[config.mk]
export PLATFORM = sky130hd
export DESIGN_NAME = memory_stage
export DESIGN_NICKNAME = d
export VERILOG_FILES = /design/src/rtl/memory_stage_pkg.sv /design/src/rtl/memory_stage_load_align.sv /design/src/rtl/memory_stage.sv
export SDC_FILE = /design/constraint.sdc
export NUM_CORES = 1
export LEC_CHECK = 0
export BUFFER_PORTS_ARGS = -buffer_cell sky130_fd_sc_hd__buf_4
export CAP_MARGIN = 20
export CORE_AREA = 3 3 262 264
export DETAILED_ROUTE_END_ITERATION = 12
export DIE_AREA = 0 0 265 267
export PLACE_DENSITY = 0.52
export REMOVE_ABC_BUFFERS = 1
export SYNTH_ARGS = -nofsm -noshare
export SYNTH_HDL_FRONTEND = slang
export SYNTH_HIERARCHICAL = 1
export SYNTH_SLANG_ARGS = --single-unit
export TNS_END_PERCENT = 50
[constraint.sdc]
create_clock -name clk -period 21 [get_ports clk]
set_clock_uncertainty 0.1 [all_clocks]
set_input_delay 0 -clock clk [delete_from_list [all_inputs] [get_ports clk]]
set_output_delay 0 -clock clk [all_outputs]
set_load 0.01 [all_outputs]
[src/rtl/memory_stage_pkg.sv]
`default_nettype none
// ============================================================================
// Module      : memory_stage_pkg
// Description : Shared widths, bus field offsets, load-type encodings and
//               exception codes for the M (memory) pipeline stage.
// Revision    : 1.0 - initial release
// ============================================================================
package memory_stage_pkg;

    // Bus widths
    localparam int EM_BUS_W  = 294;
    localparam int MW_BUS_W  = 262;
    localparam int FWD_BUS_W = 121;

    // EM_BUS field LSB positions (MSB-first layout). The lower MW_BUS_W bits
    // of EM_BUS share the exact layout of MW_BUS; only rdata sits above them.
    localparam int EM_CSR_WDATA_LSB = 0;
    localparam int EM_CSR_WMASK_LSB = 32;
    localparam int EM_CSR_WE_BIT    = 64;
    localparam int EM_CSR_ADDR_LSB  = 65;
    localparam int EM_ESUBCODE_BIT  = 79;
    localparam int EM_ECODE_LSB     = 80;
    localparam int EM_EX_BIT        = 88;
    localparam int EM_VADDR_LSB     = 89;
    localparam int EM_RFM_LSB       = 121;
    localparam int EM_DEST_LSB      = 125;
    localparam int EM_GR_WE_BIT     = 130;
    localparam int EM_RF_WDATA_LSB  = 131;
    localparam int EM_PC_LSB        = 163;
    localparam int EM_PB_LSB        = 195;
    localparam int EM_RDATA_LSB     = 262;

    // res_from_mem encodings: bit2 selects zero extension, bits[1:0] size
    localparam logic [3:0] LD_NONE = 4'b0000;
    localparam logic [3:0] LD_B    = 4'b0001;
    localparam logic [3:0] LD_BU   = 4'b0101;
    localparam logic [3:0] LD_H    = 4'b0011;
    localparam logic [3:0] LD_HU   = 4'b0111;
    localparam logic [3:0] LD_W    = 4'b1111;

    // Exception codes carried through the pipeline
    localparam logic [7:0] ECODE_INT = 8'h00;
    localparam logic [7:0] ECODE_PIL = 8'h01;
    localparam logic [7:0] ECODE_PIS = 8'h02;
    localparam logic [7:0] ECODE_PIF = 8'h03;
    localparam logic [7:0] ECODE_PME = 8'h04;
    localparam logic [7:0] ECODE_PPI = 8'h07;
    localparam logic [7:0] ECODE_ADE = 8'h08;
    localparam logic [7:0] ECODE_ALE = 8'h09;
    localparam logic [7:0] ECODE_SYS = 8'h0B;
    localparam logic [7:0] ECODE_BRK = 8'h0C;
    localparam logic [7:0] ECODE_INE = 8'h0D;
    localparam logic [7:0] ECODE_IPE = 8'h0E;

endpackage : memory_stage_pkg
`default_nettype wire

[src/rtl/memory_stage_load_align.sv]
`default_nettype none
// ============================================================================
// Module      : load_align
// Description : Selects the byte/half lane of a raw load word by the low
//               address bits and sign- or zero-extends it to 32 bits.
// Revision    : 1.0 - initial release
// ============================================================================
module load_align
    import memory_stage_pkg::*;
(
    input  logic [31:0] rdata,
    input  logic [1:0]  addr_lo,
    input  logic [3:0]  ld_type,
    output logic [31:0] value
);

    logic [7:0]  w_byte;
    logic [15:0] w_half;

    // Byte lane pick by the full low address
    always_comb begin
        w_byte = rdata[7:0];
        case (addr_lo)
            2'd0:    w_byte = rdata[7:0];
            2'd1:    w_byte = rdata[15:8];
            2'd2:    w_byte = rdata[23:16];
            default: w_byte = rdata[31:24];
        endcase
    end

    // Halfword lane only looks at addr_lo[1]; misaligned halves trap earlier
    assign w_half = addr_lo[1] ? rdata[31:16] : rdata[15:0];

    // Extension according to load type; unknown types produce zero
    always_comb begin
        value = 32'h0000_0000;
        case (ld_type)
            LD_B:    value = {{24{w_byte[7]}}, w_byte};
            LD_BU:   value = {24'h000000, w_byte};
            LD_H:    value = {{16{w_half[15]}}, w_half};
            LD_HU:   value = {16'h0000, w_half};
            LD_W:    value = rdata;
            default: value = 32'h0000_0000;
        endcase
    end

endmodule : load_align
`default_nettype wire

[src/rtl/memory_stage.sv]
`default_nettype none
// ============================================================================
// Module      : memory_stage
// Description : M stage of the 5-stage pipeline. Registers the E->M bundle,
//               aligns load data, forwards the final result to D and carries
//               exception/CSR fields to W. Squashes on flush and after a
//               faulting bundle until the flush arrives.
// Revision    : 1.0 - initial release
// ============================================================================
module memory_stage
    import memory_stage_pkg::*;
#(
    parameter int EM_W  = EM_BUS_W,
    parameter int MW_W  = MW_BUS_W,
    parameter int FWD_W = FWD_BUS_W
) (
    input  logic             clk,
    input  logic             rst,
    input  logic             EM_valid,
    input  logic [EM_W-1:0]  EM_BUS,
    output logic             M_allowin,
    input  logic             W_allowin,
    output logic             MW_valid,
    output logic [MW_W-1:0]  MW_BUS,
    output logic [FWD_W-1:0] MD_for_BUS,
    output logic             ex_M,
    input  logic             ex_en
);

    logic            r_m_valid;
    logic [EM_W-1:0] r_bundle;
    logic            r_ex_flag;

    logic            w_accept;
    logic            w_gr_we;
    logic            w_is_load;
    logic [31:0]     w_load_value;
    logic [31:0]     w_rf_wdata_m;
    logic [4:0]      w_dest;
    logic [3:0]      w_rfm;

    // No multi-cycle work in M, so readiness depends only on W
    assign M_allowin = ~r_m_valid | W_allowin;
    assign MW_valid  = r_m_valid;
    assign ex_M      = r_m_valid & r_bundle[EM_EX_BIT];

    // A new bundle is taken only when no exception is in flight
    assign w_accept  = EM_valid & M_allowin & ~r_ex_flag & ~ex_M;

    // Pipeline register: flush beats capture, dropped bundles leave it untouched
    always_ff @(posedge clk or posedge rst) begin
        if (rst) begin
            r_m_valid <= 1'b0;
            r_bundle  <= '0;
        end else if (ex_en) begin
            r_m_valid <= 1'b0;
            r_bundle  <= '0;
        end else if (M_allowin) begin
            r_m_valid <= w_accept;
            if (w_accept) begin
                r_bundle <= EM_BUS;
            end
        end
    end

    // Exception shadow: blocks younger bundles until W commits the flush
    always_ff @(posedge clk or posedge rst) begin
        if (rst) begin
            r_ex_flag <= 1'b0;
        end else if (ex_en) begin
            r_ex_flag <= 1'b0;
        end else if (ex_M) begin
            r_ex_flag <= 1'b1;
        end
    end

    assign w_rfm     = r_bundle[EM_RFM_LSB +: 4];
    assign w_dest    = r_bundle[EM_DEST_LSB +: 5];
    assign w_is_load = |w_rfm;

    load_align u_load_align (
        .rdata   (r_bundle[EM_RDATA_LSB +: 32]),
        .addr_lo (r_bundle[EM_VADDR_LSB +: 2]),
        .ld_type (w_rfm),
        .value   (w_load_value)
    );

    // A faulting bundle never writes the GPR and ignores load data
    assign w_gr_we      = r_bundle[EM_GR_WE_BIT] & ~ex_M;
    assign w_rf_wdata_m = (w_is_load & ~ex_M) ? w_load_value
                                              : r_bundle[EM_RF_WDATA_LSB +: 32];

    assign MW_BUS = {r_bundle[EM_PB_LSB + 66 : EM_PC_LSB],
                     w_rf_wdata_m,
                     w_gr_we,
                     r_bundle[EM_GR_WE_BIT - 1 : 0]};

    // Forwarding: data is already final here, the top 4 bits are reserved zero
    assign MD_for_BUS = {4'b0000,
                         r_m_valid & w_is_load,
                         w_dest & {5{r_m_valid & w_gr_we}},
                         w_rf_wdata_m,
                         r_bundle[EM_CSR_WE_BIT] & r_m_valid,
                         r_bundle[EM_CSR_ADDR_LSB +: 14],
                         r_bundle[EM_CSR_WMASK_LSB +: 32],
                         r_bundle[EM_CSR_WDATA_LSB +: 32]};

endmodule : memory_stage
`default_nettype wire

==> reports/qor.yml, run 1 <==
status: "finished, final reports clean"
timing.hold.worst.class: "input port to async pin"
postRouteWirelength_microns: 49800
insertion_delay_to_the_later_sink_of_the_worst_skew_pair_ps: 520
antenna_left: 0
worst_pin_slew_ps: 1020
vias_per_cell: 4.22
static-leakage-power_nw: 10.7
ir_worst_vdd_mv: 0.0407
die_width_microns: 265
finalNetCount: 2064
post_synth_main_area_contributors: "dfrtp_1 (52%), buf_4 (19%), a22o_1 (18%)"
dr_wl_met2_microns: 24800
synthesis.area_sq_um: 14200
number_of_pins_with_negative_max_slew_slack_in_the_final_report: 0
final_critical_path_setup_slack_ps: 17310
grt_pass1_wl_microns: 73100
place_inst: 2303
drc: 0
first_global_vias: 11900
crit_path_top_delay_cell: "buf_4"
cts_tree: "built"
routed-via-count: 11200
setup-violations-final: 0
design.core.area_sq_um: 66800
path_class: "flop to flop"
die_height_microns: 267
worst_path_largest_cell_delay_ps: 810
grt_start_max_net_pins: 120
finalCoreUtilization_pct: 32.2
gp_congestion: 0.826
timing.rr.end: "r_bundle[231]"
io_pins: 685
period_share_pct: 17.6
cts_made_buffers: 35
synth_cells: 1162
post_cts_resized: 0
place.detailed.hpwl_microns: 34400
ys_ff_latch: 296
initial_core_util_pct: 21.2
synth_warnings: 6
cap_viol_max_count: 0
crit_chain: "nand2b_1 -> a211oi_4 -> buf_4 -> buf_4 -> buf_4 -> a22o_1"
top_layer_used: "met5"
grt_setup_unrepaired: "no"
cp.arrival_ps: 4060
max_freq_ghz: 0.271
dr.first_iter.drc_count: 646
grtUsageTotal_pct: 13.2
design.die.area_sq_um: 70800
ys_seq_area_share_pct: 52.3
totalNegativeSetupSlack_ps: 0
worstReg2RegStart: "r_bundle[88]"
yosysUniqueCellTypes: 34
initial_antenna_violation_count: 3
max-clock-path-buffers: 3
place_worst_setup_slack_ps: 17290
wl_met3_microns: 3790
synth_area_leader_cell: "dfrtp_1"
final_period_minus_worst_setup_slack_ps: 3690
critical_path_required_ps: 21370
wirelength_met1_microns: 19700
placement_rows: 95
numPortBuffers: 680
clkSinkCount: 296
worst-r2r-setup-slack_ps: 17310
final_hold_viol_count: 0
synthToLayoutAreaGrowth_pct: 52.1
global_route.overflow_total: 0
start_kind: "flop"
endpoint_kind: "flop"
finish.cell_count_without_fillers: 2664
cts_htree_levels: 2
cellPowerDensity_nw_per_um2: 72.6
clock_transition_at_the_register_clock_pins_on_the_worst_setup_and_hold_paths_after_cts_ps: 60
first_pass_iters: 5
synthesis.area_per_instance_sq_um: 12.2
synthDominantCellAreaShare_pct: 52.3
crit_fanout: 84
cpMostUsedCell: "buf_4"
root_buffer: "clkbuf_16"
worstRegToRegCells: 6
max_slew_margin_vs_limit_pct: 32.1
layout-drive-gt1-share_pct: 44.5
wire_length_per_cell_after_detailed_routing_microns: 18.7
placed cells by master (no fill, tap or decap), types with 2 or more instances in the layout:
cell type,count
mux2_2,40
a32oi_1,8
dlygate4sd3_1,298
dfrtp_1,296
nand2b_1,4
a22o_1,294
mux2i_1,3
and2_1,7
inv_1,2
buf_4,690
a221o_1,3
and4bb_2,2
clkbuf_16,36
conb_1,4
clkinv_2,6
clkbuf_1,9
nor2_1,4
nor2b_1,4
clkbuf_8,7
nand2_1,24
a221o_2,4
o21ai_0,24
area by class of cell:
class                   instances  area, sq um
clock buffers                  52         1030
well taps                     873         1090
diodes                          1         2.50
flip-flops and latches        296         7410
clock inverters                10         92.6
repair buffers                988         8160
inverters                       3         18.8
multi-input cells             441         3740
fillers                      6639        45300
critical path, delay by kind of cell (launching register included):
family / cells / cell delay, ps
flops: 1 / 410
simple gates: 1 / 230
buf+inv: 3 / 2200
compound gates: 2 / 540
flip-flops by register name (all words and copies together), names as in the netlist:
signal	count
r_bundle	294
r_ex_flag	1
MW_valid	1
repair_timing:
| item | in CTS | in global routing |
|---|---|---|
| hold buffers | 298 | 0 |
| hold endpoints to repair | 413 | 0 |
| buffers inserted | 0 | 0 |
metal layers:
metal  up-vias  GRT usage (%)
met5         -              0
met4         2           4.34
met3        75           3.67
met2       532           23.0
met1      5584           15.7
li1       5055              -
worst max path at each step:
stage | slack [ps] | cells past startpoint | startpoint | to
2_1_floorplan | 10680 | 3 | r_bundle[88] | r_bundle[0]
3_3_place_gp | 17380 | 6 | r_bundle[88] | r_bundle[179]
3_5_place_dp | 17290 | 6 | r_bundle[88] | r_bundle[194]
4_1_cts | 17290 | 6 | r_bundle[88] | r_bundle[229]
5_1_grt | 17070 | 6 | r_bundle[88] | r_bundle[194]
6_report | 17310 | 6 | r_bundle[88] | r_bundle[231]
metrics by stage:
| step | hold WS, ps | power (mW) | area (sq um) |
|---|---|---|---|
| floorplan | -33.6 | 0.764 | 11100 |
| global placement | 112 | 0.927 | 17400 |
| detailed placement | 112 | 0.929 | 17400 |
| CTS | 63.6 | 1.59 | 21500 |
| global route | 89.8 | 1.64 | 21500 |
| finish | 91.4 | 1.56 | 21500 |
synthesized netlist by cell type:
cell,n
nor4_1,1
and2_0,1
nor3_1,1
buf_4,364
or3b_1,1
nand2_1,24
buf_6,3
and4bb_2,2
a211oi_2,1
a32o_1,1
nand2b_1,4
and3b_1,1
clkbuf_1,13
and3b_2,1
mux2i_1,3
a221o_1,3
a22o_1,295
dfrtp_1,296
a211o_1,1
nor3b_4,1
and2b_1,1
nor2_1,5
nor2b_1,4
o21ai_0,24
a32oi_1,8
and4_1,1
and3_1,1
inv_1,3
a221o_2,4
mux4_2,1
conb_1,1
and2_1,7
mux2_2,40
buf_2,45
power breakdown:
group | switching, mW | internal, mW | total, mW
clock network | 0.246 | 0.353 | 0.599
registers | 0.0364 | 0.611 | 0.647
logic | 0.141 | 0.178 | 0.318
total | 0.423 | 1.14 | 1.56
kinds of logic after synthesis:
family | Yosys count | synth area share (%)
other cells | 1 | 0.0265
mux | 44 | 3.55
flops | 296 | 52.3
buf+inv | 428 | 21.6
simple gates | 56 | 2.22
compound gates | 337 | 20.3
Power figures use the tool's default switching activity.
==> run 2, diff against run 1 <==
--- a/config.mk
+++ b/config.mk
@@ -10,7 +10,7 @@
 export CORE_AREA = 3 3 262 264
 export DETAILED_ROUTE_END_ITERATION = 12
 export DIE_AREA = 0 0 265 267
-export PLACE_DENSITY = 0.52
+export PLACE_DENSITY = 0.53
 export REMOVE_ABC_BUFFERS = 1
 export SYNTH_ARGS = -nofsm -noshare
 export SYNTH_HDL_FRONTEND = slang
==> constraint.sdc (replaced) <==
create_clock -name clk -period 3.1 [get_ports clk]
set_clock_uncertainty 0.1 [all_clocks]
set_input_delay 0 -clock clk [delete_from_list [all_inputs] [get_ports clk]]
set_output_delay 0 -clock clk [all_outputs]
set_load 0.01 [all_outputs]
==> run 2 against run 1 <==
Non-clock buffer count rose by 18. Register-to-register slack got worse by 16000 ps. Largest power group unchanged. Sequential power rose to 6.8 times the previous value. Worst setup slack got worse by 17000 ps. Global-route usage rose by 0.11 points. Utilization rose by 0.39 points. Die area did not move. First-iteration DRC count fell by 18%. Total power rose to 6.8 times the previous value.
==> reports/qor.yml, run 2 (synthesis gave the netlist of run 1 again) <==
path_class: "flop to output port"
ctsHoldBuffers: 299
place.detailed.hpwl_microns: 35700
design.core.area_sq_um: 66800
filler_cell_count: 6647
placement_rows: 95
cellPowerDensity_nw_per_um2: 490
regMostFlops: "r_bundle"
crit_fanout: 15
postCtsSetupBuffers: 0
die_height_microns: 267
static-leakage-power_nw: 10.8
cts_tree: "built"
timing.hold.worst.class: "input port to flop"
grt_setup_unrepaired: "no"
cap_viol_max_count: 0
worstReg2RegStart: "r_bundle[88]"
root_buffer: "clkbuf_16"
max_slew_margin_vs_limit_pct: 36.0
critical_path.startpoint: "r_bundle[90]"
routed-via-count: 11300
insertion_delay_to_the_later_sink_of_the_worst_skew_pair_ps: 530
post_dp_cell_area_sq_um: 17700
place_inst: 2320
hold_start: "EM_BUS[235]"
antenna_left: 0
postRouteWirelength_microns: 50500
synthToLayoutAreaGrowth_pct: 54.0
initial_core_util_pct: 21.2
setup-violations-final: 0
finish.instance_area_sq_um: 21800
final_cell_mix: "buf_4 (697), dlygate4sd3_1 (299), dfrtp_1 (296)"
grt_busiest_layer: "met2"
dr.first_iter.drc_count: 527
period_share_pct: 95.8
final_hold_viol_count: 0
vias_per_cell: 4.19
critical_path_required_ps: 3000
clock_transition_at_the_register_clock_pins_on_the_worst_setup_and_hold_paths_after_cts_ps: 60
finalCoreUtilization_pct: 32.6
cp.arrival_ps: 2870
met1_grt_util_pct: 16.1
grt.met3_usage_pct: 3.12
numPortBuffers: 680
grt_start_max_net_pins: 111
drc: 0
cts_htree_levels: 2
first_global_vias: 12100
worst_pin_slew_ps: 958
max-clock-path-buffers: 3
initial_antenna_violation_count: 4
grtUsageTotal_pct: 13.3
status: "finished, final reports clean"
post_cts_resized: 0
ir_worst_vdd_mv: 0.271
final_period_minus_worst_setup_slack_ps: 2970
endpoint_kind: "output port"
design.die.area_sq_um: 70800
grt_util_met2_pct: 23.4
cts_made_buffers: 36
finalNetCount: 2083
number_of_pins_with_negative_max_slew_slack_in_the_final_report: 0
whs_ps: 122
io_pins: 685
wire_length_per_cell_after_detailed_routing_microns: 18.8
die_width_microns: 265
finish.cell_count_without_fillers: 2684
layout-drive-gt1-share_pct: 45.0
global_route.overflow_total: 0
clkSinkCount: 296
start_kind: "flop"
largest_reg_flops: 294
gp_congestion: 0.780
grt_pass1_wl_microns: 73500
final_common_cell: "buf_4"
max_freq_ghz: 0.337
first_pass_iters: 4
-- run 2: changes by cell type in the layout (fill, tap and decap cells not counted) --
cell and delta:
buf_12 +10, buf_4 +7, clkbuf_8 -4, inv_6 +3, clkinv_2 +2, clkbuf_16 +1
clkinv_4 +1, clkinv_8 -1, dlygate4sd3_1 +1
-- run 2: metrics by stage --
stage / TNS [ps] / worst slack (ps) / power (mW)
floorplan: -3654950 / -7220 / 5.18
CTS: 0 / 85.7 / 10.9
detailed placement: 0 / 676 / 6.35
global placement: 0 / 714 / 6.34
finish: 0 / 129 / 10.7
global route: 0 / 31.6 / 11.2
-- run 2: worst paths after layout --
path	to	slack (ps)	depth (start not counted)
max reg2reg	r_bundle[111]	910	4
max	MD_for_BUS[89]	130	5
min reg2reg	r_ex_flag	390	2
min in group asynchronous	r_bundle[51]	690	4
max in group asynchronous	r_bundle[243]	1290	6
min	r_bundle[235]	120	3
-- run 2: metal layers --
metal | share of wire [%] | vias up
met2 | 50 | 506
li1 | - | 5107
met1 | 41 | 5569
met3 | 6.6 | 69
met5 | 0.026 | -
met4 | 2.7 | 2
-- run 2: layout make-up --
cell class                      instances  area, sq um  area share, %
Clock inverter                         15          121          0.557
Tap cell                              873         1090           5.01
Timing Repair Buffer                 1006         8430           38.6
Clock buffer                           49         1000           4.59
Antenna cell                            1         2.50         0.0115
Sequential cell                       296         7410           34.0
Inverter                                3         18.8         0.0861
Multi-Input combinational cell        441         3740           17.1
-- run 2: critical path, cell delays in order (launching register included) --
cell	delay [ps]
dfrtp_1	760
mux4_2	580
nor3b_4	190
a221o_1	340
mux2_2	320
buf_4	150
-- run 2: report_power, final --
part	internal (mW)	total, mW	switching, mW
Clock	2.36	4.08	1.72
Sequential	4.14	4.38	0.241
Combinational	1.25	2.21	0.962
Total	7.75	10.7	2.92
